==> src/rtl/antirrebote_pkg.sv <==
// ============================================================================
// antirrebote_pkg : shared FSM encoding and timing defaults for the debounce
//                   scheduler.
// Rev 1.0
// ============================================================================
`default_nettype none

package antirrebote_pkg;

    localparam int unsigned c_ESTADO_W = 2;

    localparam logic [c_ESTADO_W-1:0] c_ST_IDLE  = 2'd0;
    localparam logic [c_ESTADO_W-1:0] c_ST_GRANT = 2'd1;
    localparam logic [c_ESTADO_W-1:0] c_ST_LOCK  = 2'd2;

    // 300 ms lockout at a 50 MHz clock
    localparam int unsigned c_T_BLOQUEO_50MHZ = 15_000_000;

endpackage

`default_nettype wire

==> src/rtl/antirrebote_multi_ctrl_sincroniza_flanco.sv <==
// ============================================================================
// sincroniza_flanco : 2-flop synchronizer plus rising-edge detector for one
//                     raw button input (falling-edge registers).
// Rev 1.0
// ============================================================================
`default_nettype none

module sincroniza_flanco (
    input  logic Clk,
    input  logic Rst_n,
    input  logic i_boton,
    output logic o_subida
);

    logic r_sinc1;
    logic r_sinc2;
    logic r_previo;

    always_ff @(negedge Clk or negedge Rst_n) begin
        if (!Rst_n) begin
            r_sinc1  <= 1'b0;
            r_sinc2  <= 1'b0;
            r_previo <= 1'b0;
        end else begin
            r_sinc1  <= i_boton;
            r_sinc2  <= r_sinc1;
            r_previo <= r_sinc2;
        end
    end

    assign o_subida = r_sinc2 & ~r_previo;

endmodule

`default_nettype wire

==> src/rtl/antirrebote_multi_ctrl.sv <==
// ============================================================================
// antirrebote_multi_ctrl : round-robin debounce scheduler; N buttons share one
//                          lockout timer, one clean pulse per grant.
// Rev 1.0
// ============================================================================
`default_nettype none

module antirrebote_multi_ctrl
    import antirrebote_pkg::*;
#(
    parameter int          N_BOTONES = 4,
    parameter int unsigned T_BLOQUEO = c_T_BLOQUEO_50MHZ,
    parameter int          CNT_W     = 24,
    parameter int          ID_W      = 2
) (
    input  logic                 Clk,
    input  logic                 Rst_n,
    input  logic                 enable,
    input  logic [N_BOTONES-1:0] boton_in,
    output logic [N_BOTONES-1:0] boton_pulso,
    output logic                 actCuenta,
    output logic                 ocupado,
    output logic [ID_W-1:0]      id_activo,
    output logic [N_BOTONES-1:0] pendiente
);

    localparam logic [CNT_W-1:0] c_CNT_FIN = CNT_W'(T_BLOQUEO - 1);

    logic [N_BOTONES-1:0]  w_subida;
    logic [N_BOTONES-1:0]  r_pend;
    logic [N_BOTONES-1:0]  w_pend_sig;
    logic [c_ESTADO_W-1:0] r_estado;
    logic [c_ESTADO_W-1:0] w_estado_sig;
    logic [CNT_W-1:0]      r_cnt;
    logic [ID_W-1:0]       r_id;
    logic [ID_W-1:0]       r_ptr;
    logic [ID_W-1:0]       w_ganador;
    logic                  w_hay;
    logic                  w_conceder;
    int                    w_idx;
    logic [N_BOTONES-1:0]  r_pulso;
    logic [N_BOTONES-1:0]  w_pulso_sig;
    logic                  r_act;
    logic                  w_act_sig;
    logic                  r_ocupado;
    logic                  w_ocupado_sig;

    generate
        for (genvar g = 0; g < N_BOTONES; g++) begin : g_canal
            sincroniza_flanco u_sinc (
                .Clk      (Clk),
                .Rst_n    (Rst_n),
                .i_boton  (boton_in[g]),
                .o_subida (w_subida[g])
            );
        end
    endgenerate

    // Round-robin search starting at the channel after the last grant
    always_comb begin
        w_hay     = 1'b0;
        w_ganador = '0;
        w_idx     = 0;
        for (int k = 0; k < N_BOTONES; k++) begin
            w_idx = int'(r_ptr) + k;
            if (w_idx >= N_BOTONES) begin
                w_idx = w_idx - N_BOTONES;
            end
            if (!w_hay && r_pend[w_idx[ID_W-1:0]]) begin
                w_hay     = 1'b1;
                w_ganador = w_idx[ID_W-1:0];
            end
        end
    end

    assign w_conceder = (r_estado == c_ST_IDLE) && enable && w_hay;

    // Rises on the channel being served are bounce; the grant clear beats a same-cycle rise
    always_comb begin
        w_pend_sig = '0;
        for (int i = 0; i < N_BOTONES; i++) begin
            w_pend_sig[i] = (r_pend[i]
                             | (w_subida[i] & ~((r_estado != c_ST_IDLE) && (r_id == ID_W'(i)))))
                            & ~(w_conceder && (w_ganador == ID_W'(i)));
        end
    end

    always_comb begin
        w_estado_sig = c_ST_IDLE;
        case (r_estado)
            c_ST_IDLE:  w_estado_sig = w_conceder ? c_ST_GRANT : c_ST_IDLE;
            c_ST_GRANT: w_estado_sig = c_ST_LOCK;
            c_ST_LOCK:  w_estado_sig = (r_cnt == c_CNT_FIN) ? c_ST_IDLE : c_ST_LOCK;
            default:    w_estado_sig = c_ST_IDLE;
        endcase
    end

    always_comb begin
        w_pulso_sig = '0;
        if (w_estado_sig == c_ST_GRANT) begin
            w_pulso_sig[w_ganador] = 1'b1;
        end
        w_act_sig     = (w_estado_sig == c_ST_LOCK);
        w_ocupado_sig = (w_estado_sig != c_ST_IDLE);
    end

    always_ff @(negedge Clk or negedge Rst_n) begin
        if (!Rst_n) begin
            r_estado  <= c_ST_IDLE;
            r_pulso   <= '0;
            r_act     <= 1'b0;
            r_ocupado <= 1'b0;
        end else begin
            r_estado  <= w_estado_sig;
            r_pulso   <= w_pulso_sig;
            r_act     <= w_act_sig;
            r_ocupado <= w_ocupado_sig;
        end
    end

    always_ff @(negedge Clk or negedge Rst_n) begin
        if (!Rst_n) begin
            r_pend <= '0;
            r_cnt  <= '0;
            r_id   <= '0;
            r_ptr  <= '0;
        end else begin
            r_pend <= w_pend_sig;
            if (r_estado == c_ST_LOCK) begin
                r_cnt <= r_cnt + CNT_W'(1);
            end else begin
                r_cnt <= '0;
            end
            if (w_conceder) begin
                r_id  <= w_ganador;
                r_ptr <= (w_ganador == ID_W'(N_BOTONES - 1)) ? '0 : w_ganador + ID_W'(1);
            end
        end
    end

    assign boton_pulso = r_pulso;
    assign actCuenta   = r_act;
    assign ocupado     = r_ocupado;
    assign id_activo   = r_id;
    assign pendiente   = r_pend;

endmodule

`default_nettype wire
==> config.mk <==
export PLATFORM = sky130hd
export DESIGN_NAME = antirrebote_multi_ctrl
export DESIGN_NICKNAME = d
export VERILOG_FILES = /design/src/rtl/antirrebote_pkg.sv /design/src/rtl/antirrebote_multi_ctrl_sincroniza_flanco.sv /design/src/rtl/antirrebote_multi_ctrl.sv
export SDC_FILE = /design/constraint.sdc
export NUM_CORES = 1
export LEC_CHECK = 0
export ABC_AREA = 1
export CAP_MARGIN = 20
export CORE_MARGIN = 1
export CORE_UTILIZATION = 42
export CTS_CLUSTER_DIAMETER = 80
export DETAILED_ROUTE_END_ITERATION = 8
export PLACE_DENSITY = 0.57
export SLEW_MARGIN = 20
export SYNTH_ARGS = -nofsm -noshare
export SYNTH_HDL_FRONTEND = slang
export SYNTH_SLANG_ARGS = --single-unit
export TNS_END_PERCENT = 10
==> constraint.sdc <==
create_clock -name Clk -period 2.1 [get_ports Clk]
set_clock_uncertainty 0.15 [all_clocks]
set_input_delay 0.63 -clock Clk [delete_from_list [all_inputs] [get_ports Clk]]
set_output_delay 0.63 -clock Clk [all_outputs]
set_load 0.02 [all_outputs]
-- Word level (Yosys, flattened, before mapping)
Index checks and enable logic that the tools add are counted.
- register bits after elaboration: 52
- latch bits: 0
- bits in writable memories: 0
- ROM bits: 0
- input bits: 7
- output and inout port bits: 12
- logic and storage cells: 128
- memories: 0
- add/subtract/negate cells: 9
- multiply operators: 0
- div/mod/pow operators: 0
- order comparisons: 10
- equal/unequal tests: 11
- shift-type cells: 0
- mux-type cells: 28
- bitwise logic cells: 28
- reductions and logical operators: 22
- operators with widths (operator ; count):
    $add 24x1->24 const B ; 1
    $eq 24x24->1 const B ; 1
    $mux 24 ; 1
    $mux 2 ; 10
    $lt 2x3->1 const B ; 5
    $logic_and 1x1->1 ; 14
    $and 1x1->1 ; 12
    $eq 2x2->1 const B ; 6
    $not 1->1 ; 12
    $mux 1 ; 10
    $ge 3x3->1 const B ; 3
    $bmux 1 s2 ; 4
    $eq 2x1->1 const B ; 4
    $sub 2x1->2 const B ; 4
    $add 2x2->3 const B ; 2
    $logic_not 2->1 ; 3
    $pmux 2 s3 ; 1
    $mux 4 ; 1
    $or 1x1->1 ; 4
    $reduce_bool 2->1 ; 2
    $add 2x1->3 const B ; 1
    $ge 2x3->1 const B ; 1
    $logic_not 1->1 ; 3
    $add 2x1->2 const B ; 1
    2 further kinds ; 2

-- Depth between registers and ports, before layout
Gate-level depths: netlist of the first run.
- word-level depth: 19
- mapped depth: 15
- gate-level depth less buffers: 14

-- Hierarchy
Synthesis of the first run repeated with hierarchy kept, for this count alone.
- cells, all modules: 327
- area, all modules: 2668.8 µm²
- by module, submodules not included (module ; instances ; cells each ; area each (µm²) ; sequential area each (µm²)):
    antirrebote_multi_ctrl ; 1 ; 307 ; 2328.5 ; 1001.0
    sincroniza_flanco ; 4 ; 5 ; 85.1 ; 75.1

==> summary.md, run 1 <==
| Metric | Value |
|---|---|
| Rows | `28` |
| Final WL | `5160 um` |
| Clk buf depth | `2` |
| Max-cap violations | `0` |
| Syn Area/Cell | `~8.3 um^2` |
| Violated checks | `setup timing` |
| Initial Util | `about 44%` |
| Drt via density | `4.77` |
| Crit path launch type | `register` |
| First-pass GRT wire length | `8990 um` |
| Critical path data arrival time | `2.00 ns` |
| Total Neg Setup Slack | `-9.25 ns` |
| Worst path bufs/invs | `1` |
| CP max-delay cell | `dfrtn_1` |
| Cell taking the most area after synthesis | `dfrtn_1` |
| Hold Vio Cnt, Final | `0` |
| DIE AREA | `0.00641 mm^2` |
| Unrepaired setup endpoints after global routing | `yes` |
| IO Pins | `19` |
| Hold path depth | `0` |
| Ant. Diodes | `0` |
| Clk_lat worst skew | `between 0.3 and 0.4 ns` |
| Synth top area share | `between 50% and 60%` |
| Synth area leaders | `dfrtn_1 (51%), nand2_1 (8.6%), inv_1 (6.3%)` |
| PnR worst setup slack | `-0.679 ns` |
| Worst VDD drop | `0.658 mV` |
| Seq/Total Area, Yosys | `between 50% and 60%` |
| Non-filler cells in the finished layout | `422` |
| Drt pass-1 iters | `4` |
| Root buffer cell | `clkbuf_8` |
| TritonCTS buffer count | `5` |
| Yosys warning total | `0` |
| Post-synthesis cell area | `around 0.0026 mm^2` |
| Gr usage total | `between 10% and 20%` |
| Port buffer count | `18` |
| Number of global-route vias before repair | `1894` |
| Setup violations, final | `25` |
| Synthesized Nets | `319` |
| Type of the worst setup path | `register to output pin` |
| DR iter-0 viols | `126` |
| Remaining routing DRC violations | `0` |
| Largest stage delay on the critical path | `0.50 ns` |
| Syn Inst Count | `around 310` |
| Pleak | `0.00143 uW` |
| CTS tree | `done` |
| CTS Sinks | `52` |
| PwrDens | `1220 mW/mm^2` |
| Die H | `80.1 um` |
| Reg-to-Reg Start | `pendiente[1]$_DFF_NN0_` |
| Seq cells post-synth | `between 50 and 60` |
| Initial antenna violation count | `0` |
| Core Area | `0.00589 mm^2` |
| Share of cells above drive strength 1 | `17.3%` |
| CP max FO | `4` |
| Wire per inst | `~12 um` |
| FF-to-FF path depth | `12` |
| Worst-Margin Slew | `0.539 ns` |
| Largest net degree at the start of global routing | `39` |
| Hold Crit Class | `register to register` |
| Critical Path End Type | `output pin` |
| Crit path max-delay family | `flip-flops` |
| Vias | `2013` |
| Status | `finished, violations left` |
| Nets | `358` |
| Fin. max-slew vios | `0` |
| Area Growth Syn to Fin | `20.9%` |
| Req. time, crit path | `approximately 1.3 ns` |
| Hold Path Sink | `g_canal[3].u_sinc.r_sinc2$_DFF_NN0_` |
| Chip width | `80.1 um` |
| H-Tree Depth | `2` |
| Critical R2R Capture | `r_ptr[1]$_DFFE_NN0P_` |
| Antenna Nets Post-Route | `0` |
| Cell count after placement | `around 410` |
| Worst path cell trace | `buf_6` |
| RePlAce Congestion | `0.845` |
| DP Wirelength | `3920 um` |
| Clk pin slew, worst setup/hold paths | `0.07 ns` |
| Max transition margin | `64.0%` |
| Hold_sp | `g_canal[3].u_sinc.r_sinc1$_DFF_NN0_` |
| Worst R2R Setup Slack | `-0.04 ns` |
| Grt ovf | `0` |
| Synth unique cells | `27` |
## synthesized netlist by cell type
| cell | count |
|---|---|
| nand3_1 | 20 |
| a31oi_1 | 2 |
| dfrtn_1 | 52 |
| buf_6 | 2 |
| nor3b_2 | 1 |
| o31ai_1 | 4 |
| inv_6 | 1 |
| ha_1 | 5 |
| buf_2 | 1 |
| nand4_1 | 12 |
| nor3b_1 | 2 |
| nand2_1 | 59 |
| or2_1 | 1 |
| o21a_1 | 1 |
| nor3_1 | 11 |
| inv_1 | 43 |
| nor2_4 | 3 |
| nand2_2 | 7 |
| a21oi_1 | 8 |
| inv_2 | 2 |
| clkbuf_1 | 1 |
| o21ai_0 | 18 |
| nor2_1 | 40 |
| xor2_1 | 7 |
| xnor2_1 | 2 |
| nand3_2 | 1 |
| and2_1 | 1 |
## area by class of cell
| class | instances | area (um^2) |
|---|---|---|
| clock buffer | 5 | 68.8 |
| clock inverter | 3 | 25.0 |
| fill | 581 | 2790 |
| inverter | 46 | 178 |
| multi-input combinational | 205 | 1070 |
| sequential | 52 | 1300 |
| tap | 75 | 93.8 |
| timing repair buffer | 36 | 362 |
## cell families (layout without fill, tap and decap cells)
logic type                 after synthesis  count (layout)  share of synthesized area (%)
DFF                                     52              52                           50.8
xor gates and xnor gates                 9               9                           3.08
and+or+nand+nor                        158             158                           28.5
AOI/OAI and AO/OA                       33              33                           7.03
adders and majority gates                5               5                           2.44
buffers and inverters                   50              90                           8.16
## timing repair
| item | 4_1_cts | 5_1_grt |
|---|---|---|
| setup buffers | 1 | 0 |
| endpoints found under the setup margin | 26 | 26 |
| hold buffers | 0 | 0 |
| resized for setup | 76 | 4 |
## cell usage in the layout, fill, tap and decap left out, types with 2 or more instances in the layout
cell type / netlist / routed
o21ai_1: 0 / 2
nand3_1: 20 / 20
inv_6: 1 / 3
o21ai_0: 18 / 14
xor2_1: 7 / 7
buf_4: 0 / 14
nor3_1: 11 / 11
buf_6: 2 / 13
buf_12: 0 / 3
nand2_2: 7 / 8
nand4_1: 12 / 12
clkdlybuf4s50_1: 0 / 4
o31ai_1: 4 / 4
dfrtn_1: 52 / 52
nor3b_2: 1 / 2
inv_1: 43 / 43
nor2_1: 40 / 39
o21ai_2: 0 / 2
a31oi_1: 2 / 2
buf_2: 1 / 2
inv_2: 2 / 2
xnor2_1: 2 / 2
clkbuf_8: 0 / 5
ha_1: 5 / 5
nor2_4: 3 / 3
a21oi_1: 8 / 8
nand2_1: 59 / 58
## metal layers
| layer | vias to the layer above | share of wire (%) | GRT usage, % |
|---|---|---|---|
| li1 | 1054 | - | - |
| met1 | 919 | 53 | 28.6 |
| met2 | 35 | 42 | 25.8 |
| met3 | 5 | 3.6 | 3.41 |
| met4 | 0 | 0.93 | 4.82 |
| met5 | - | 0 | 0 |
## worst max-delay path by stage
stage                                        start                       end  slack, ns  cells past startpoint
after floorplan                             enable  id_activo[0]$_DFFE_NN0P_      -0.39                      5
after global placement                      enable  id_activo[0]$_DFFE_NN0P_      -0.92                      6
after detailed placement                    enable  id_activo[0]$_DFFE_NN0P_      -0.97                      6
after CTS                 id_activo[0]$_DFFE_NN0P_              id_activo[0]      -0.69                      1
after global routing      id_activo[0]$_DFFE_NN0P_              id_activo[0]      -0.71                      1
final                     id_activo[0]$_DFFE_NN0P_              id_activo[0]      -0.68                      1
## report_power, final
part	switching, uW	total, uW	internal, uW	leakage [uW]
logic	1130	1890	769	0.000722
registers	114	1300	1180	0.000666
clock network	358	601	244	0.0000452
total	1600	3790	2190	0.00143
## through the flow
step | utilization, % | power (uW) | area (um^2) | setup slack [ns] | hold WS (ns)
after floorplan | - | 2440 | 2570 | -0.390 | 0.142
after global placement | 50.4 | 3120 | 2970 | -0.918 | 0.142
after detailed placement | 50.4 | 3120 | 2970 | -0.971 | 0.145
after CTS | 52.4 | 3810 | 3080 | -0.690 | 0.146
after global routing | 52.6 | 4100 | 3100 | -0.708 | 0.158
final | 52.6 | 3790 | 3100 | -0.679 | 0.148
## registers in the layout (all words and copies together) (netlist names)
| register | count |
|---|---|
| r_ptr | 2 |
| actCuenta | 1 |
| r_estado | 2 |
| g_canal.u_sinc.r_sinc1 | 4 |
| r_cnt | 24 |
| pendiente | 4 |
| g_canal.u_sinc.r_sinc2 | 4 |
| g_canal.u_sinc.r_previo | 4 |
| ocupado | 1 |
| boton_pulso | 4 |
| id_activo | 2 |
(Power assumes the default switching activity.)
==> run 2: changes to the inputs <==
CORE_UTILIZATION = 55   (was 42)
PLACE_DENSITY = 0.73   (was 0.57)
TNS_END_PERCENT = 30   (was 10)
==> summary.md, run 2 (same netlist as run 1, synthesis figures left out) <==
| Metric | Value |
|---|---|
| Routed wl met3 | `222 um (was 185 um)` |
| Worst setup path startpoint | `id_activo[0]$_DFFE_NN0P_ (unchanged)` |
| Hold Vio Cnt, Final | `0 (unchanged)` |
| Area Growth Syn to Fin | `21.0% (was 20.9%)` |
| CTS Sinks | `52 (unchanged)` |
| DIE AREA | `0.00493 mm^2 (was 0.00641 mm^2)` |
| IO Pins | `19 (unchanged)` |
| Largest Register | `r_cnt (unchanged)` |
| Worst path cell trace | `buf_6 (unchanged)` |
| Req. time, crit path | `1.32 ns (about the same)` |
| Crit path launch type | `register (unchanged)` |
| Violated checks | `setup timing (unchanged)` |
| Final WL | `5110 um (was 5160 um)` |
| Vias | `2079 (was 2013)` |
| Combinational Power Share | `50.3% (was 50.0%)` |
| Total Neg Setup Slack | `-9.28 ns (was -9.25 ns)` |
| Type of the worst setup path | `register to output pin (unchanged)` |
| Max reg flops | `24 (unchanged)` |
| Antenna Nets Post-Route | `0 (unchanged)` |
| PnR worst setup slack | `-0.629 ns (was -0.679 ns)` |
| Met1 wire length | `2660 um (was 2750 um)` |
| Rows | `24 (was 28)` |
| RePlAce Congestion | `0.930 (was 0.845)` |
| Clk pin slew, worst setup/hold paths | `0.06 ns (was 0.07 ns)` |
| Met2 routed WL | `2160 um (was 2170 um)` |
| Worst path bufs/invs | `1 (unchanged)` |
| CTS tree | `done (unchanged)` |
| Chip width | `70.2 um (was 80.1 um)` |
| Root buffer cell | `clkbuf_8 (unchanged)` |
| Levels on crit path | `1 (unchanged)` |
| Non-filler cells in the finished layout | `401 (was 422)` |
| PwrDens | `1250 mW/mm^2 (was 1220 mW/mm^2)` |
| FF-to-FF path depth | `13 (was 12)` |
| Remaining routing DRC violations | `0 (unchanged)` |
| CP max FO | `2 (was 4)` |
| Initial antenna violation count | `0 (unchanged)` |
| Initial Util | `58.0% (was 43.5%)` |
| Internal Power | `2240 uW (was 2190 uW)` |
| Crit path max-delay family | `flip-flops (unchanged)` |
| Worst-Margin Slew | `0.539 ns (about the same)` |
| Cell Area, Placed | `0.00293 mm^2 (was 0.00297 mm^2)` |
| H-Tree Depth | `2 (unchanged)` |
| Filler cell count | `362 (was 581)` |
| Critical Path End Type | `output pin (unchanged)` |
| Drt pass-1 iters | `4 (unchanged)` |
| Critical R2R Capture | `r_ptr[1]$_DFFE_NN0P_ (unchanged)` |
| Setup violations, final | `25 (unchanged)` |
| Gr usage total | `23.8% (was 18.4%)` |
| Clk buf depth | `2 (unchanged)` |
| Wire per inst | `12.7 um (was 12.2 um)` |
| # hold bufs at CTS | `0 (unchanged)` |
| End of the critical path | `id_activo[0] (unchanged)` |
| Worst R2R Setup Slack | `-0.05 ns (was -0.04 ns)` |
| Max transition margin | `64.0% (about the same)` |
| Pleak | `0.00145 uW (was 0.00143 uW)` |
| Number of global-route vias before repair | `1976 (was 1894)` |
| Status | `finished, violations left (unchanged)` |
| Sw Pwr | `1620 uW (was 1600 uW)` |
| DP Wirelength | `3860 um (was 3920 um)` |
| Core Area | `0.00441 mm^2 (was 0.00589 mm^2)` |
| Port buffer count | `18 (unchanged)` |
| Cell count after placement | `389 (was 413)` |
| Unrepaired setup endpoints after global routing | `yes (unchanged)` |
| Most frequent cells in the layout | `nand2_1 (57), dfrtn_1 (52), inv_1 (42) (was nand2_1 (58), dfrtn_1 (52), inv_1 (43))` |
| First-pass GRT wire length | `9200 um (was 8990 um)` |
| Reg-to-Reg Start | `pendiente[0]$_DFF_NN0_ (was pendiente[1]$_DFF_NN0_)` |
| Share of cells above drive strength 1 | `18.3% (was 17.3%)` |
| Post-layout instance area | `0.00310 mm^2 (about the same)` |
| Commonest non-fill, non-tap cell in the layout | `nand2_1 (unchanged)` |
| TritonCTS buffer count | `5 (unchanged)` |
| CP max-delay cell | `dfrtn_1 (unchanged)` |
| Top Layer Used | `met4 (unchanged)` |
| Grt ovf | `0 (unchanged)` |
| DP Worst Slack | `-0.948 ns (was -0.971 ns)` |
| Hold Crit Class | `register to register (unchanged)` |
| Critical path data arrival time | `1.95 ns (was 2.00 ns)` |
| Die H | `70.2 um (was 80.1 um)` |
| Largest stage delay on the critical path | `0.46 ns (was 0.50 ns)` |
| Sw frac | `42.0% (was 42.1%)` |
| Hold Slack | `0.146 ns (was 0.148 ns)` |
| Max-cap violations | `0 (unchanged)` |
| Largest net degree at the start of global routing | `28 (was 39)` |
| Clock share of power | `16.0% (was 15.9%)` |
| Worst VDD drop | `0.701 mV (was 0.658 mV)` |
| Nets | `360 (was 358)` |
| DR iter-0 viols | `134 (was 126)` |
| Sequential power share | `33.7% (was 34.2%)` |
| Ant. Diodes | `0 (unchanged)` |
| Clk_lat worst skew | `0.31 ns (about the same)` |
| Fin. max-slew vios | `0 (unchanged)` |
| Drt via density | `5.18 (was 4.77)` |
-- run 2: cell type report --
cell class	instances	area, um^2	share of cell area [%]
clock buffer	6	82.6	2.66
inverter	46	178	5.73
tap	52	65.1	2.10
timing repair buffer	38	377	12.2
sequential	52	1300	42.0
multi-input combinational	205	1080	34.8
clock inverter	2	17.5	0.565
-- run 2: worst min path at each step --
stage	slack [ns]	from	depth (start not counted)	end
after floorplan	0.14	g_canal[0].u_sinc.r_sinc1$_DFF_NN0_	0	g_canal[0].u_sinc.r_sinc2$_DFF_NN0_
after global placement	0.15	g_canal[1].u_sinc.r_sinc1$_DFF_NN0_	0	g_canal[1].u_sinc.r_sinc2$_DFF_NN0_
after detailed placement	0.15	g_canal[2].u_sinc.r_sinc1$_DFF_NN0_	0	g_canal[2].u_sinc.r_sinc2$_DFF_NN0_
after CTS	0.15	g_canal[2].u_sinc.r_sinc1$_DFF_NN0_	0	g_canal[2].u_sinc.r_sinc2$_DFF_NN0_
after global routing	0.15	g_canal[2].u_sinc.r_sinc1$_DFF_NN0_	0	g_canal[2].u_sinc.r_sinc2$_DFF_NN0_
final	0.15	g_canal[2].u_sinc.r_sinc1$_DFF_NN0_	0	g_canal[2].u_sinc.r_sinc2$_DFF_NN0_
-- run 2: power by group through the flow --
stage          logic, uW  registers, uW  clock network (uW)
6_report            1940           1300                 616
5_1_grt             2190           1320                 674
4_1_cts             1890           1300                 637
3_5_place_dp        1800           1300                   0
3_3_place_gp        1750           1300                   0
2_1_floorplan       1030           1420                   0
-- run 2: per-layer routing --
layer,vias up,global-route usage (%)
met5,-,0
met4,0,8.22
met3,8,3.90
met2,49,32.8
met1,960,37.8
li1,1062,-
-- run 2: stage by stage --
stage | power [uW] | utilization (%)
6_report | 3860 | 70.2
5_1_grt | 4180 | 70.2
4_1_cts | 3820 | 69.6
3_5_place_dp | 3100 | 66.4
3_3_place_gp | 3050 | 66.4
2_1_floorplan | 2440 | -
-- run 2: what timing repair did --
item	in CTS	in global routing
gates resized for setup	76	7
endpoints found under the setup margin	26	26
setup buffers	2	2
pin swaps	0	2
==> run 3: changes to the inputs <==
CELL_PAD_IN_SITES_DETAIL_PLACEMENT = 1   (was default)
CELL_PAD_IN_SITES_GLOBAL_PLACEMENT = 1   (was default)
CORE_MARGIN = 2   (was 1)
CORE_UTILIZATION = 44   (was 55)
PLACE_DENSITY = 0.76   (was 0.73)
==> summary.md, run 3 (same netlist as run 1, synthesis figures left out) <==
| Metric | Value |
|---|---|
| Drt via density | `5.17 (was 5.18)` |
| Root buffer cell | `clkbuf_8 (unchanged)` |
| DR iter-0 viols | `110 (was 134)` |
| Most frequent cells in the layout | `nand2_1 (53), dfrtn_1 (52), nor2_1 (39) (was nand2_1 (57), dfrtn_1 (52), inv_1 (42))` |
| Req. time, crit path | `1.32 ns (about the same)` |
| Number of global-route vias before repair | `2351 (was 1976)` |
| Largest stage delay on the critical path | `0.48 ns (was 0.46 ns)` |
| First-pass GRT wire length | `11400 um (was 9200 um)` |
| Total Neg Setup Slack | `-9.61 ns (was -9.28 ns)` |
| Initial antenna violation count | `0 (unchanged)` |
| Final WL | `6720 um (was 5110 um)` |
| Clk buf depth | `2 (unchanged)` |
| Chip width | `80.3 um (was 70.2 um)` |
| Type of the worst setup path | `register to output pin (unchanged)` |
| Worst-Margin Slew | `0.571 ns (was 0.539 ns)` |
| PnR worst setup slack | `-0.668 ns (was -0.629 ns)` |
| Clk_lat worst skew | `0.31 ns (about the same)` |
| CTS tree | `done (unchanged)` |
| Worst path bufs/invs | `1 (unchanged)` |
| Wire per inst | `15.7 um (was 12.7 um)` |
| Crit path launch type | `register (unchanged)` |
| FF/Latch Area | `0.00130 mm^2 (unchanged)` |
| Critical Path End Type | `output pin (unchanged)` |
| Rows | `27 (was 24)` |
| Initial Util | `45.9% (was 58.0%)` |
| Area Growth Syn to Fin | `26.7% (was 21.0%)` |
| Critical path data arrival time | `1.99 ns (was 1.95 ns)` |
| Ant. Diodes | `0 (unchanged)` |
| Hold Slack | `0.147 ns (was 0.146 ns)` |
| Remaining routing DRC violations | `0 (unchanged)` |
| Max-cap violations | `0 (unchanged)` |
| Pleak | `0.00150 uW (was 0.00145 uW)` |
| Hold Vio Cnt, Final | `0 (unchanged)` |
| Unrepaired setup endpoints after global routing | `yes (unchanged)` |
| Filler cell count | `673 (was 362)` |
| RePlAce Congestion | `0.797 (was 0.930)` |
| Die H | `80.3 um (was 70.2 um)` |
| Worst path cell trace | `buf_6 (unchanged)` |
| DIE AREA | `0.00645 mm^2 (was 0.00493 mm^2)` |
| Gr usage total | `23.3% (was 23.8%)` |
| PwrDens | `1320 mW/mm^2 (was 1250 mW/mm^2)` |
| TritonCTS buffer count | `5 (unchanged)` |
| # hold bufs at CTS | `0 (unchanged)` |
| Fin. max-slew vios | `0 (unchanged)` |
| Hold Crit Class | `register to register (unchanged)` |
| Max reg flops | `24 (unchanged)` |
| Nets | `368 (was 360)` |
| Grt ovf | `0 (unchanged)` |
| CTS Sinks | `52 (unchanged)` |
| Largest Register | `r_cnt (unchanged)` |
| Drt pass-1 iters | `4 (unchanged)` |
| Core Area | `0.00557 mm^2 (was 0.00441 mm^2)` |
| Antenna Nets Post-Route | `0 (unchanged)` |
| Max transition margin | `61.9% (was 64.0%)` |
| CP max-delay cell | `dfrtn_1 (unchanged)` |
| Setup violations, final | `25 (unchanged)` |
| Area of the multi-input gates | `0.00110 mm^2 (was 0.00108 mm^2)` |
| Clk pin slew, worst setup/hold paths | `0.07 ns (was 0.06 ns)` |
| CP max FO | `2 (unchanged)` |
| Port buffer count | `18 (unchanged)` |
| DP Wirelength | `4890 um (was 3860 um)` |
| Share of cells above drive strength 1 | `23.8% (was 18.3%)` |
| H-Tree Depth | `2 (unchanged)` |
| Worst VDD drop | `0.648 mV (was 0.701 mV)` |
| Violated checks | `setup timing (unchanged)` |
| Status | `finished, violations left (unchanged)` |
| Commonest non-fill, non-tap cell in the layout | `nand2_1 (unchanged)` |
| Vias | `2220 (was 2079)` |
| IO Pins | `19 (unchanged)` |
| Overall power consumption | `4290 uW (was 3860 uW)` |
| Crit path max-delay family | `flip-flops (unchanged)` |
| Largest net degree at the start of global routing | `32 (was 28)` |
## run 3: cell count changes in the layout (fill, tap and decap cells not counted), moves of 2 or more
| cell | previous run | this run |
|---|---|---|
| nand3_2 | 2 | 4 |
| buf_4 | 16 | 23 |
| nand3_1 | 19 | 17 |
| inv_2 | 3 | 8 |
| nand2_1 | 57 | 53 |
| nand2_2 | 9 | 13 |
| inv_1 | 42 | 37 |
## run 3: worst register-to-register path, cell delays in order, from the launching register on
cell	delay (ns)
dfrtn_1	0.37
buf_4	0.14
buf_4	0.12
buf_4	0.13
nand2_1	0.07
nand2_2	0.09
nand2_2	0.10
nand2_2	0.07
nor2_4	0.15
nand3_1	0.10
nand3_2	0.10
nand2_2	0.10
inv_2	0.08
ha_2	0.27
nand2_1	0.06
o21ai_0	0.07
## run 3: power breakdown
group | internal [uW] | switching [uW] | leakage [uW] | total, uW
clock | 360 | 362 | 0.0000548 | 722
combinational | 916 | 1340 | 0.000780 | 2250
sequential | 1180 | 134 | 0.000666 | 1320
total | 2460 | 1830 | 0.00150 | 4290
## run 3: what timing repair did
item,in CTS,in global routing
pin swaps,1,3
buffers inserted,3,3
gates resized for setup,80,17
hold endpoints to repair,0,0
setup endpoints to repair,26,27
## run 3: area by class of cell
cell class / count / area share, %
Timing Repair Buffer: 46 / 14.0
Multi-Input combinational cell: 205 / 34.1
Inverter: 46 / 5.48
Clock inverter: 3 / 1.43
Clock buffer: 5 / 2.12
Sequential cell: 52 / 40.1
Tap cell: 72 / 2.78
## run 3: metal layers
metal | routed length (um) | share of wire [%] | track usage [%]
met5 | 0 | 0 | 0
met4 | 89 | 1.3 | 4.58
met3 | 170 | 2.5 | 3.48
met2 | 3220 | 48 | 38.8
met1 | 3240 | 48 | 32.4
## run 3: path summary, 6_finish.rpt
check / start / to / slack [ns] / cells past startpoint
min reg2reg: g_canal[3].u_sinc.r_sinc1$_DFF_NN0_ / g_canal[3].u_sinc.r_sinc2$_DFF_NN0_ / 0.15 / 0
min: g_canal[3].u_sinc.r_sinc1$_DFF_NN0_ / g_canal[3].u_sinc.r_sinc2$_DFF_NN0_ / 0.15 / 0
max in group asynchronous: Rst_n / r_cnt[6]$_DFF_NN0_ / 0.49 / 2
max reg2reg: pendiente[2]$_DFF_NN0_ / r_ptr[1]$_DFFE_NN0P_ / -0.20 / 15
max: id_activo[0]$_DFFE_NN0P_ / id_activo[0] / -0.67 / 1
min in group asynchronous: Rst_n / boton_pulso[1]$_DFF_NN0_ / 1.07 / 2
## run 3: per-stage QoR
step / setup slack, ns / instances / util, % / instance area, um^2
floorplan: -0.390 / 307 / - / 2570
global placement: -0.922 / 415 / 54.1 / 3020
detailed placement: -0.974 / 415 / 54.1 / 3020
CTS: -0.658 / 426 / 57.1 / 3180
global route: -0.677 / 429 / 58.2 / 3240
finish: -0.668 / 429 / 58.2 / 3240
